**src/rtl/sii_l2t_pkg.sv**
```systemverilog
// Shared types and sizes for the SII-to-L2T request scheduler and its per-bank sequencers.
package sii_l2t_pkg;

   localparam int NUM_BANKS = 8;
   localparam int HDR_W     = 64;
   localparam int BUS_W     = 32;
   localparam int BANK_W    = $clog2(NUM_BANKS);

   typedef enum logic [2:0] {
      IDLE,
      VLD,
      HDR0,
      HDR1,
      GAP
   } seqState_e;

   typedef enum logic {
      RR_DMU,
      RR_NIU
   } rrOwner_e;

endpackage

```
**src/rtl/sii_l2t_req_sched_if.sv**
```systemverilog
// Request/response bundle between the DMU/NIU requesters, the L2T banks and the scheduler.
interface sii_l2t_req_sched_if;
   import sii_l2t_pkg::*;

   logic                       dmu_req_vld;
   logic [BANK_W-1:0]          dmu_req_bank;
   logic [HDR_W-1:0]           dmu_req_hdr;
   logic                       dmu_req_rdy;

   logic                       niu_req_vld;
   logic [BANK_W-1:0]          niu_req_bank;
   logic [HDR_W-1:0]           niu_req_hdr;
   logic                       niu_req_rdy;

   logic [NUM_BANKS*BUS_W-1:0] sii_l2t_req;
   logic [NUM_BANKS-1:0]       sii_l2t_req_vld;
   logic [NUM_BANKS-1:0]       l2t_sii_iq_dequeue;
   logic [NUM_BANKS-1:0]       sii_credit_empty;
   logic [NUM_BANKS-1:0]       sii_credit_ovf;

   modport master (
      output dmu_req_vld, dmu_req_bank, dmu_req_hdr,
      output niu_req_vld, niu_req_bank, niu_req_hdr,
      output l2t_sii_iq_dequeue,
      input  dmu_req_rdy, niu_req_rdy,
      input  sii_l2t_req, sii_l2t_req_vld, sii_credit_empty, sii_credit_ovf
   );

   modport slave (
      input  dmu_req_vld, dmu_req_bank, dmu_req_hdr,
      input  niu_req_vld, niu_req_bank, niu_req_hdr,
      input  l2t_sii_iq_dequeue,
      output dmu_req_rdy, niu_req_rdy,
      output sii_l2t_req, sii_l2t_req_vld, sii_credit_empty, sii_credit_ovf
   );

endinterface

```
**src/rtl/sii_l2t_bank_seq.sv**
```systemverilog
// One L2T bank: VLD/HDR0/HDR1/GAP request sequencer plus its input-queue credit counter.
module sii_l2t_bank_seq
   import sii_l2t_pkg::*;
#(
   parameter int IQ_DEPTH   = 4,
   parameter int GAP_CYCLES = 3
)
(
   input  logic             clk,
   input  logic             rst_n,
   input  logic             i_accept,
   input  logic [HDR_W-1:0] i_hdr,
   input  logic             i_dequeue,
   output logic             o_idle,
   output logic             o_creditAvail,
   output logic [BUS_W-1:0] o_req,
   output logic             o_reqVld,
   output logic             o_creditEmpty,
   output logic             o_creditOvf
);

   localparam int                   GAP_CNT_W  = (GAP_CYCLES > 1) ? $clog2(GAP_CYCLES) : 1;
   localparam logic [GAP_CNT_W-1:0] GAP_LAST   = GAP_CNT_W'((GAP_CYCLES > 0) ? GAP_CYCLES - 1 : 0);
   localparam logic [2:0]           CREDIT_MAX = 3'(IQ_DEPTH);

   seqState_e            r_state;
   seqState_e            w_stateNxt;
   logic [GAP_CNT_W-1:0] r_gapCnt;
   logic [HDR_W-1:0]     r_hdr;
   logic [2:0]           r_credit;
   logic                 r_ovf;

   always_ff @(posedge clk or negedge rst_n) begin
      if (!rst_n) r_state <= IDLE;
      else        r_state <= w_stateNxt;
   end

   always_comb begin
      w_stateNxt = r_state;
      case (r_state)
         IDLE:    if (i_accept) w_stateNxt = VLD;
         VLD:     w_stateNxt = HDR0;
         HDR0:    w_stateNxt = HDR1;
         HDR1:    w_stateNxt = (GAP_CYCLES == 0) ? IDLE : GAP;
         GAP:     if (r_gapCnt == '0) w_stateNxt = IDLE;
         default: w_stateNxt = IDLE;
      endcase
   end

   // GAP counts down from GAP_CYCLES-1 so the bank leaves GAP after exactly GAP_CYCLES cycles.
   always_ff @(posedge clk or negedge rst_n) begin
      if (!rst_n) begin
         r_gapCnt <= '0;
      end else if (r_state == HDR1) begin
         r_gapCnt <= GAP_LAST;
      end else if (r_state == GAP && r_gapCnt != '0) begin
         r_gapCnt <= r_gapCnt - GAP_CNT_W'(1);
      end
   end

   always_ff @(posedge clk or negedge rst_n) begin
      if (!rst_n)        r_hdr <= '0;
      else if (i_accept) r_hdr <= i_hdr;
   end

   // A dequeue that would overflow the queue depth is absorbed and flagged instead of wrapping.
   always_ff @(posedge clk or negedge rst_n) begin
      if (!rst_n) begin
         r_credit <= CREDIT_MAX;
         r_ovf    <= 1'b0;
      end else begin
         case ({i_accept, i_dequeue})
            2'b10:   r_credit <= r_credit - 3'd1;
            2'b01: begin
               if (r_credit == CREDIT_MAX) r_ovf    <= 1'b1;
               else                        r_credit <= r_credit + 3'd1;
            end
            default: r_credit <= r_credit;
         endcase
      end
   end

   always_comb begin
      o_req = '0;
      if (r_state == HDR0)      o_req = r_hdr[HDR_W-1:BUS_W];
      else if (r_state == HDR1) o_req = r_hdr[BUS_W-1:0];
   end

   assign o_reqVld      = (r_state == VLD);
   assign o_idle        = (r_state == IDLE);
   assign o_creditAvail = (r_credit != 3'd0);
   assign o_creditEmpty = (r_credit == 3'd0);
   assign o_creditOvf   = r_ovf;

endmodule

```
**src/rtl/sii_l2t_req_sched.sv**
```systemverilog
// Arbitrates DMU and NIU header requests onto eight L2T banks with per-bank credit flow control.
module sii_l2t_req_sched
   import sii_l2t_pkg::*;
#(
   parameter int IQ_DEPTH   = 4,
   parameter int GAP_CYCLES = 3
)
(
   input  logic                iol2clk,
   input  logic                rst_l,
   sii_l2t_req_sched_if.slave  l2tBus
);

   logic [NUM_BANKS-1:0] w_bankIdle;
   logic [NUM_BANKS-1:0] w_bankCredit;
   logic [NUM_BANKS-1:0] w_bankAccept;
   logic [NUM_BANKS-1:0] w_bankReqVld;
   logic [NUM_BANKS-1:0] w_bankEmpty;
   logic [NUM_BANKS-1:0] w_bankOvf;
   logic [HDR_W-1:0]     w_bankHdr [NUM_BANKS];
   logic [BUS_W-1:0]     w_bankReq [NUM_BANKS];

   logic     w_dmuElig;
   logic     w_niuElig;
   logic     w_sameBank;
   logic     w_dmuGrant;
   logic     w_niuGrant;
   rrOwner_e r_rrPtr;

   // Eligibility is gated by rst_l so neither requester sees rdy while reset is held.
   always_comb begin
      w_dmuElig  = rst_l && l2tBus.dmu_req_vld &&
                   w_bankIdle[l2tBus.dmu_req_bank] && w_bankCredit[l2tBus.dmu_req_bank];
      w_niuElig  = rst_l && l2tBus.niu_req_vld &&
                   w_bankIdle[l2tBus.niu_req_bank] && w_bankCredit[l2tBus.niu_req_bank];
      w_sameBank = (l2tBus.dmu_req_bank == l2tBus.niu_req_bank);
      w_dmuGrant = w_dmuElig && !(w_niuElig && w_sameBank && r_rrPtr == RR_NIU);
      w_niuGrant = w_niuElig && !(w_dmuElig && w_sameBank && r_rrPtr == RR_DMU);
   end

   // The pointer moves on whenever its favoured requester wins, contested or not.
   always_ff @(posedge iol2clk or negedge rst_l) begin
      if (!rst_l) begin
         r_rrPtr <= RR_DMU;
      end else if (r_rrPtr == RR_DMU && w_dmuGrant) begin
         r_rrPtr <= RR_NIU;
      end else if (r_rrPtr == RR_NIU && w_niuGrant) begin
         r_rrPtr <= RR_DMU;
      end
   end

   always_comb begin
      for (int b = 0; b < NUM_BANKS; b++) begin
         w_bankAccept[b] = (w_dmuGrant && l2tBus.dmu_req_bank == BANK_W'(b)) ||
                           (w_niuGrant && l2tBus.niu_req_bank == BANK_W'(b));
         w_bankHdr[b]    = (w_dmuGrant && l2tBus.dmu_req_bank == BANK_W'(b)) ?
                           l2tBus.dmu_req_hdr : l2tBus.niu_req_hdr;
      end
   end

   for (genvar b = 0; b < NUM_BANKS; b++) begin : g_bank
      sii_l2t_bank_seq #(
         .IQ_DEPTH   (IQ_DEPTH),
         .GAP_CYCLES (GAP_CYCLES)
      ) u_seq (
         .clk           (iol2clk),
         .rst_n         (rst_l),
         .i_accept      (w_bankAccept[b]),
         .i_hdr         (w_bankHdr[b]),
         .i_dequeue     (l2tBus.l2t_sii_iq_dequeue[b]),
         .o_idle        (w_bankIdle[b]),
         .o_creditAvail (w_bankCredit[b]),
         .o_req         (w_bankReq[b]),
         .o_reqVld      (w_bankReqVld[b]),
         .o_creditEmpty (w_bankEmpty[b]),
         .o_creditOvf   (w_bankOvf[b])
      );
   end

   always_comb begin
      l2tBus.sii_l2t_req = '0;
      for (int b = 0; b < NUM_BANKS; b++) begin
         l2tBus.sii_l2t_req[b*BUS_W +: BUS_W] = w_bankReq[b];
      end
   end

   assign l2tBus.dmu_req_rdy      = w_dmuGrant;
   assign l2tBus.niu_req_rdy      = w_niuGrant;
   assign l2tBus.sii_l2t_req_vld  = w_bankReqVld;
   assign l2tBus.sii_credit_empty = w_bankEmpty;
   assign l2tBus.sii_credit_ovf   = w_bankOvf;

endmodule

```
**src/flat_wrapper.sv**
```systemverilog
// flat-port wrapper written by rule: the top's interface ports become plain ports
module sii_l2t_req_sched_flat import sii_l2t_pkg::*;
#(
   parameter int IQ_DEPTH   = 4,
   parameter int GAP_CYCLES = 3
)
  (iol2clk, rst_l, l2tBus_dmu_req_vld, l2tBus_dmu_req_bank, l2tBus_dmu_req_hdr, l2tBus_niu_req_vld, l2tBus_niu_req_bank, l2tBus_niu_req_hdr, l2tBus_l2t_sii_iq_dequeue, l2tBus_dmu_req_rdy, l2tBus_niu_req_rdy, l2tBus_sii_l2t_req, l2tBus_sii_l2t_req_vld, l2tBus_sii_credit_empty, l2tBus_sii_credit_ovf);
  sii_l2t_req_sched_if l2tBus_i ();
  input  logic iol2clk;
  input  logic rst_l;
  input wire logic [$bits(l2tBus_i.dmu_req_vld)-1:0] l2tBus_dmu_req_vld;
  input wire logic [$bits(l2tBus_i.dmu_req_bank)-1:0] l2tBus_dmu_req_bank;
  input wire logic [$bits(l2tBus_i.dmu_req_hdr)-1:0] l2tBus_dmu_req_hdr;
  input wire logic [$bits(l2tBus_i.niu_req_vld)-1:0] l2tBus_niu_req_vld;
  input wire logic [$bits(l2tBus_i.niu_req_bank)-1:0] l2tBus_niu_req_bank;
  input wire logic [$bits(l2tBus_i.niu_req_hdr)-1:0] l2tBus_niu_req_hdr;
  input wire logic [$bits(l2tBus_i.l2t_sii_iq_dequeue)-1:0] l2tBus_l2t_sii_iq_dequeue;
  output wire logic [$bits(l2tBus_i.dmu_req_rdy)-1:0] l2tBus_dmu_req_rdy;
  output wire logic [$bits(l2tBus_i.niu_req_rdy)-1:0] l2tBus_niu_req_rdy;
  output wire logic [$bits(l2tBus_i.sii_l2t_req)-1:0] l2tBus_sii_l2t_req;
  output wire logic [$bits(l2tBus_i.sii_l2t_req_vld)-1:0] l2tBus_sii_l2t_req_vld;
  output wire logic [$bits(l2tBus_i.sii_credit_empty)-1:0] l2tBus_sii_credit_empty;
  output wire logic [$bits(l2tBus_i.sii_credit_ovf)-1:0] l2tBus_sii_credit_ovf;
  assign l2tBus_i.dmu_req_vld = l2tBus_dmu_req_vld;
  assign l2tBus_i.dmu_req_bank = l2tBus_dmu_req_bank;
  assign l2tBus_i.dmu_req_hdr = l2tBus_dmu_req_hdr;
  assign l2tBus_i.niu_req_vld = l2tBus_niu_req_vld;
  assign l2tBus_i.niu_req_bank = l2tBus_niu_req_bank;
  assign l2tBus_i.niu_req_hdr = l2tBus_niu_req_hdr;
  assign l2tBus_i.l2t_sii_iq_dequeue = l2tBus_l2t_sii_iq_dequeue;
  assign l2tBus_dmu_req_rdy = l2tBus_i.dmu_req_rdy;
  assign l2tBus_niu_req_rdy = l2tBus_i.niu_req_rdy;
  assign l2tBus_sii_l2t_req = l2tBus_i.sii_l2t_req;
  assign l2tBus_sii_l2t_req_vld = l2tBus_i.sii_l2t_req_vld;
  assign l2tBus_sii_credit_empty = l2tBus_i.sii_credit_empty;
  assign l2tBus_sii_credit_ovf = l2tBus_i.sii_credit_ovf;
  sii_l2t_req_sched #(.IQ_DEPTH(IQ_DEPTH), .GAP_CYCLES(GAP_CYCLES)) u_core (.iol2clk(iol2clk), .rst_l(rst_l), .l2tBus(l2tBus_i));
endmodule
```
**config.mk**
```make
export PLATFORM = sky130hd
export DESIGN_NAME = sii_l2t_req_sched_flat
export DESIGN_NICKNAME = d
export VERILOG_FILES = /design/src/rtl/sii_l2t_pkg.sv /design/src/rtl/sii_l2t_req_sched_if.sv /design/src/rtl/sii_l2t_bank_seq.sv /design/src/rtl/sii_l2t_req_sched.sv /design/src/flat_wrapper.sv
export SDC_FILE = /design/constraint.sdc
export NUM_CORES = 1
export LEC_CHECK = 0
export ABC_AREA = 0
export BUFFER_PORTS_ARGS = -buffer_cell sky130_fd_sc_hd__clkbuf_2
export CORE_ASPECT_RATIO = 0.6
export CORE_MARGIN = 2
export CORE_UTILIZATION = 59
export DETAILED_ROUTE_END_ITERATION = 8
export PLACE_DENSITY = 0.81
export SYNTH_ARGS = -nofsm -noshare
export SYNTH_HDL_FRONTEND = slang
export SYNTH_HIERARCHICAL = 1
export SYNTH_SLANG_ARGS = --single-unit
```
**constraint.sdc**
```tcl
create_clock -name iol2clk -period 5.2 [get_ports iol2clk]
set_clock_uncertainty 0.05 [all_clocks]
set_input_delay 0.52 -clock iol2clk [delete_from_list [all_inputs] [get_ports iol2clk]]
set_output_delay 0.52 -clock iol2clk [all_outputs]
set_load 0.05 [all_outputs]
```
-- Word level (Yosys, flattened, before mapping)
Index checks and enable logic that the tools add are counted.
- add/subtract/negate cells: 24
- $lt $le $gt $ge: 2
- equal/unequal tests: 95
- multiplexer cells: 90
- bitwise operators: 1
- reductions and logical operators: 131
- operator list (kind ; number):
    $mux 32 ; 16
    $mux 64 ; 8
    $pmux 3 s5 ; 8
    $eq 3x3->1 const B ; 24
    $mux 3 ; 24
    $eq 3x2->1 const B ; 20
    $logic_not 3->1 ; 18
    $reduce_bool 2->1 ; 25
    $ne 2x2->1 const B ; 24
    $pmux 3 s2 ; 8
    $reduce_and 2->1 ; 24
    $logic_and 1x1->1 ; 38
    $mux 2 ; 16
    $eq 3x1->1 const B ; 10
    $add 3x1->3 const B ; 8
    $reduce_bool 3->1 ; 8
    $sub 3x1->3 const B ; 8
    $eq 2x1->1 const B ; 8
    $eq 2x2->1 const B ; 8
    $logic_not 2->1 ; 8
    $sub 2x1->2 const B ; 8
    $bmux 1 s3 ; 4
    $logic_or 1x1->1 ; 8
    $lt 3x4->1 const B ; 2
    4 further kinds ; 10
- register bits after elaboration: 585
- input port bits: 146
- output and inout bits: 282
- word-level logic and storage cells: 384

-- Logic depth before layout (Yosys ltp)
- depth in word-level cells: 14
- mapped depth: 18
- depth with buffers taken out: 13

-- Modules after synthesis
Netlist, hierarchy kept.
- modules (own cells, without submodules) (module ; instances ; cells each ; area an instance (µm²) ; seq. area each (µm²)):
    sii_l2t_bank_seq ; 8 ; 263 ; 3362.0 ; 1828.0
    sii_l2t_req_sched ; 1 ; 639 ; 8300.5 ; 25.0

-- Worst setup path before layout
Ideal clock, no wire load.
- path type: reg-to-reg
- start point: register u_core.g_bank[7].u_seq.r_state[0]
- end point: register u_core.g_bank[1].u_seq.r_credit[2]
- setup time: 79 ps
- arrival: 3658 ps
- required time: 5071 ps
- setup slack: 1413 ps
- cell stages (with the launch flop): 19
- path buffers: 6
- clock period less this slack: 3787 ps
- cells stage by stage: dfrtp_1 -> clkbuf_1 -> buf_2 -> nor3_1 -> nand2_1 -> mux4_2 -> o22a_1 -> buf_6 -> o211ai_4 -> buf_12 -> buf_12 -> o21ai_0 -> buf_2 -> nor2b_1 -> inv_1 -> fa_1 -> o21a_1 -> a211o_1 -> o21ai_0
- longest elaborated chain between the ends: 14
- elaborated cells between the ends (all ways): 26
- RTL lines (item ; line ; RTL):
    start, declared ; sii_l2t_bank_seq.sv:26 ; seqState_e r_state;
    start signal, assigned ; sii_l2t_bank_seq.sv:35 ; else r_state <= w_stateNxt;
    $logic_not 3->1 * ; sii_l2t_bank_seq.sv:90 ; assign o_idle = (r_state == IDLE);
    named net u_core.w_bankIdle[7] ; sii_l2t_req_sched.sv:14 ; logic [NUM_BANKS-1:0] w_bankIdle;
    $bmux 1 s3 (on tied branches) ; sii_l2t_req_sched.sv:35, sii_l2t_req_sched.sv:33 ;
    $mux 1 (on tied branches) ; sii_l2t_req_sched.sv:35, sii_l2t_req_sched.sv:33 ;
    $logic_and 1x1->1 (on tied branches) ; sii_l2t_req_sched.sv:34, sii_l2t_req_sched.sv:32 ;
    $logic_and 1x1->1 (on tied branches) ; sii_l2t_req_sched.sv:35, sii_l2t_req_sched.sv:33 ;
    $logic_and 1x1->1 (on tied branches) (2 in series) ; sii_l2t_req_sched.sv:37, sii_l2t_req_sched.sv:38 ;
    $logic_not 1->1 (on tied branches) ; sii_l2t_req_sched.sv:37, sii_l2t_req_sched.sv:38 ;
    $logic_and 1x1->1 (on tied branches) ; sii_l2t_req_sched.sv:37, sii_l2t_req_sched.sv:38 ;
    $logic_and 1x1->1 (on tied branches) ; sii_l2t_req_sched.sv:54, sii_l2t_req_sched.sv:55 ;
    $logic_or 1x1->1 * ; sii_l2t_req_sched.sv:54 ; w_bankAccept[b] = (w_dmuGrant && l2tBus.dmu_req_bank == BANK_W'(b)) ||
    named net u_core.w_bankAccept[1] ; sii_l2t_req_sched.sv:16 ; logic [NUM_BANKS-1:0] w_bankAccept;
    $eq 2x1->1 or $eq 2x2->1 (tied branches) ; sii_l2t_bank_seq.sv:72 ; case ({i_accept, i_dequeue})
    $ne 2x2->1 (no line) or $reduce_bool 2->1 (tied branches) ; n/a ;
    $reduce_and 2->1 (no line) ; n/a ;
    end signal, assigned ; sii_l2t_bank_seq.sv:73 ; 2'b10: r_credit <= r_credit - 3'd1;
    end signal, assigned ; sii_l2t_bank_seq.sv:76 ; else r_credit <= r_credit + 3'd1;
    end signal, assigned ; sii_l2t_bank_seq.sv:78 ; default: r_credit <= r_credit;
    end, declared ; sii_l2t_bank_seq.sv:30 ; logic [2:0] r_credit;
Mark *: on every way through the listed nets, which the timed path passes. The rest lies on a longest branch. The select of a mux whose other input is x is not followed.
A chain may end at the register's enable or synchronous reset.

==> run metrics <==
Crit path top cell by count=buf_4; Clock transition at path regs=0.07 ns; period utilization=81.0%; top cells by area, synth=dfrtp_1 41%, mux2_2 23%, mux2_4 13%; # IOs=428; Final Worst Setup Slack=0.990 ns; worst slack at placement=1.05 ns; slew of the pin with the lowest slew margin=1.29 ns; Pleak=18.7 nW; Overflow after GRT=0; detailed placement HPWL=67300 µm; Mapped Area=0.0352 mm²; Avg Cell Area, Syn=12.8 µm²; CP max-delay cell=buf_4; max capacitance violation total=0; r2r endpoint=u_core/g_bank[6].u_seq/r_hdr[48]$_DFFE_PN0P_; Routed Antenna Nets=0; final hold viol count=0; die area=0.0617 mm²; nature of the critical path endpoint=register; # port buffers=427; Die Y=193 µm; Peak VDD IR=446 µV; DR vias/cell=6.29; H-tree levels=2; via count=24500; CP arrival=4.67 ns; fin. max-slew vios=0; Fillers=4187; first-pass GRT wire length=154000 µm; Routed wire per std cell=26.5 µm; top-area cell type share of the netlist area=41.0%; worst r2r path cells=10; cts bufs inserted=56; final setup fails=0; clock tree buffer depth=3; HP Class=input port to register; top_reg_cell synth=dfrtp_1; setup bufs post-CTS=0; gpl congestion=0.875; Yosys warnings=6; syn nets=2905; initial antenna violation count=5; Hold Startpoint=l2tBus_dmu_req_vld; core area=0.0591 mm²; layout cells sized above 1=52.9%; Root Driver=clkbuf_16; CP Launch Type=register; Yosys top cell by area=dfrtp_1; routed wire length=103000 µm; GRT Total Usage=32.7%; leading cell types in the layout, fill and taps excluded=730 x mux2_2, 569 x dfrtp_1, 426 x clkbuf_2, 304 x nor2_1, 294 x mux2_4; Post-Syn Instances=2743; sequential area share after synthesis=41.6%; Rows=69; critical-path cell list=nor3_1 -> nand2_1 -> mux4_2 -> o22a_1 -> buf_4 -> o211ai_4 -> buf_4 -> buf_4 -> mux2_4 -> mux2_2; Placed Instances=3786; relative slew slack=14.0%; crit path kind=register to register; status=completed; critical path fanouts, max=34; # clock sinks=585; commonest non-fill, non-tap cell in the layout=mux2_2; Post-Layout Cell Count=3899; number of DRC markers in iteration 0=2205; end of the worst hold path=u_core/r_rrPtr$_DFFE_PN0P_; DRT Pass-1 Iters=5; async set-reset flop share out of synthesis=100%; worst skew pair latency=0.63 ns; area grow syn2layout=11.7%; Initial Util=59.6%; number of synthesized register bits=585; origin of the critical flop-to-flop path=u_core/g_bank[5].u_seq/r_state[1]$_DFFE_PN0P_; CTS tree=done; min cycle time layout=4.21 ns; fin nets=3226; RSZ-0062 raised after global routing=no; Final TNS setup=0 ns; post-synth cell types=42; chip width=319 µm; largest net degree at the start of global routing=174; fmax=0.238 GHz; Max stage delay on crit path=0.70 ns; DRC=0; Power Dens Cells=627 mW/mm²; Hold Path Depth=3; vias in the first global route=25300; number of synthesized flops with an enable pin=0; R2R Setup Slk=0.99 ns; Req. time, crit path=5.66 ns
==> registers in the layout (all words and copies together) (netlist names) <==
register,count
u_core/g_bank.u_seq/o_creditOvf,8
u_core/g_bank.u_seq/r_credit,24
u_core/g_bank.u_seq/r_hdr,512
u_core/g_bank.u_seq/r_state,24
u_core/g_bank.u_seq/r_gapCnt,16
u_core/r_rrPtr,1
==> worst max-delay path, delay by kind of cell, from the launching register on <==
kind	cells	cell delay [ns]
buffers and inverters	3	1.46
muxes	3	1.15
AOI/OAI and AO/OA	2	0.47
DFF	1	0.50
and+or+nand+nor	2	0.40
==> stage by stage <==
| stage | util [%] | hold WS [ns] | power [mW] | instance area, µm² |
|---|---|---|---|---|
| 4_1_cts | 66.5 | 0.192 | 24.6 | 39300 |
| 5_1_grt | 66.6 | 0.253 | 25.7 | 39300 |
| 3_5_place_dp | 63.1 | 0.398 | 20.0 | 37200 |
| 2_1_floorplan | - | 0.174 | 16.7 | 35200 |
| 3_3_place_gp | 63.1 | 0.393 | 19.4 | 37200 |
| 6_report | 66.6 | 0.245 | 24.6 | 39300 |
==> worst max-delay path by stage <==
stage | start | end | slack, ns | cells past startpoint
after floorplan | u_core/g_bank[7].u_seq/r_state[0]$_DFFE_PN0P_ | u_core/g_bank[1].u_seq/r_credit[2]$_DFFE_PN1P_ | 1.41 | 18
after global placement | u_core/g_bank[5].u_seq/r_state[1]$_DFFE_PN0P_ | u_core/g_bank[6].u_seq/r_hdr[47]$_DFFE_PN0P_ | 1.19 | 10
after detailed placement | u_core/g_bank[5].u_seq/r_state[2]$_DFFE_PN0P_ | u_core/g_bank[6].u_seq/r_hdr[48]$_DFFE_PN0P_ | 1.05 | 10
after CTS | u_core/g_bank[5].u_seq/r_state[1]$_DFFE_PN0P_ | u_core/g_bank[6].u_seq/r_hdr[48]$_DFFE_PN0P_ | 1.02 | 10
after global routing | u_core/g_bank[4].u_seq/r_credit[0]$_DFFE_PN0P_ | u_core/g_bank[3].u_seq/r_credit[2]$_DFFE_PN1P_ | 0.82 | 14
final | u_core/g_bank[5].u_seq/r_state[1]$_DFFE_PN0P_ | u_core/g_bank[6].u_seq/r_hdr[48]$_DFFE_PN0P_ | 0.99 | 10
==> Yosys cell counts, types with 9 or more instances <==
cell type / n
nand2b_1: 13
nor4_1: 9
mux2_2: 730
buf_4: 15
a21oi_1: 40
mux2i_1: 256
xor2_1: 11
dfrtp_1: 577
o21ai_0: 31
nor2b_1: 32
nor3b_1: 16
mux2_4: 294
o31ai_1: 10
nor2_1: 304
nor3_1: 27
buf_12: 30
nand2_1: 31
clkbuf_1: 24
buf_6: 28
inv_1: 49
buf_2: 101
==> cell type report <==
cell class | instances | area, µm² | share of cell area (%)
Multi-Input combinational cell | 1903 | 18900 | 48.0
Inverter | 49 | 184 | 0.468
Clock buffer | 84 | 1690 | 4.29
Sequential cell | 585 | 14700 | 37.3
Antenna cell | 7 | 17.5 | 0.0446
Clock inverter | 21 | 348 | 0.885
Tap cell | 781 | 977 | 2.49
Timing Repair Buffer | 469 | 2560 | 6.53
==> timing repair <==
action | in CTS | in global routing
hold endpoints to repair | 34 | 0
gates resized for setup | 0 | 0
hold buffers | 1 | 0
endpoints found under the setup margin | 0 | 0
==> per-layer routing <==
| layer | track usage [%] | vias to the layer above | part of all wire, % |
|---|---|---|---|
| met5 | 0 | - | 0 |
| met4 | 11.7 | 0 | 3.2 |
| met3 | 6.79 | 216 | 7.9 |
| met2 | 50.7 | 1069 | 46 |
| met1 | 45.7 | 12800 | 43 |
| li1 | - | 10400 | - |
==> where the power goes <==
part	internal (mW)	switching, mW	total [mW]
combinational	4.09	7.69	11.8
sequential	6.82	1.47	8.29
clock	2.69	1.87	4.55
total	13.6	11.0	24.6
==> cells by family after synthesis <==
logic type               count (synthesis)  synth area share (%)
buffers and inverters                  255                  5.22
adder cells (fa/ha/maj)                 16                 0.739
flip-flops                             585                  41.6
AO/OA/AOI/OAI                          142                  2.91
XOR/XNOR                                19                 0.473
AND/OR/NAND/NOR                        442                  5.60
multiplexers                          1284                  43.4
Power figures use the tool's default switching activity.
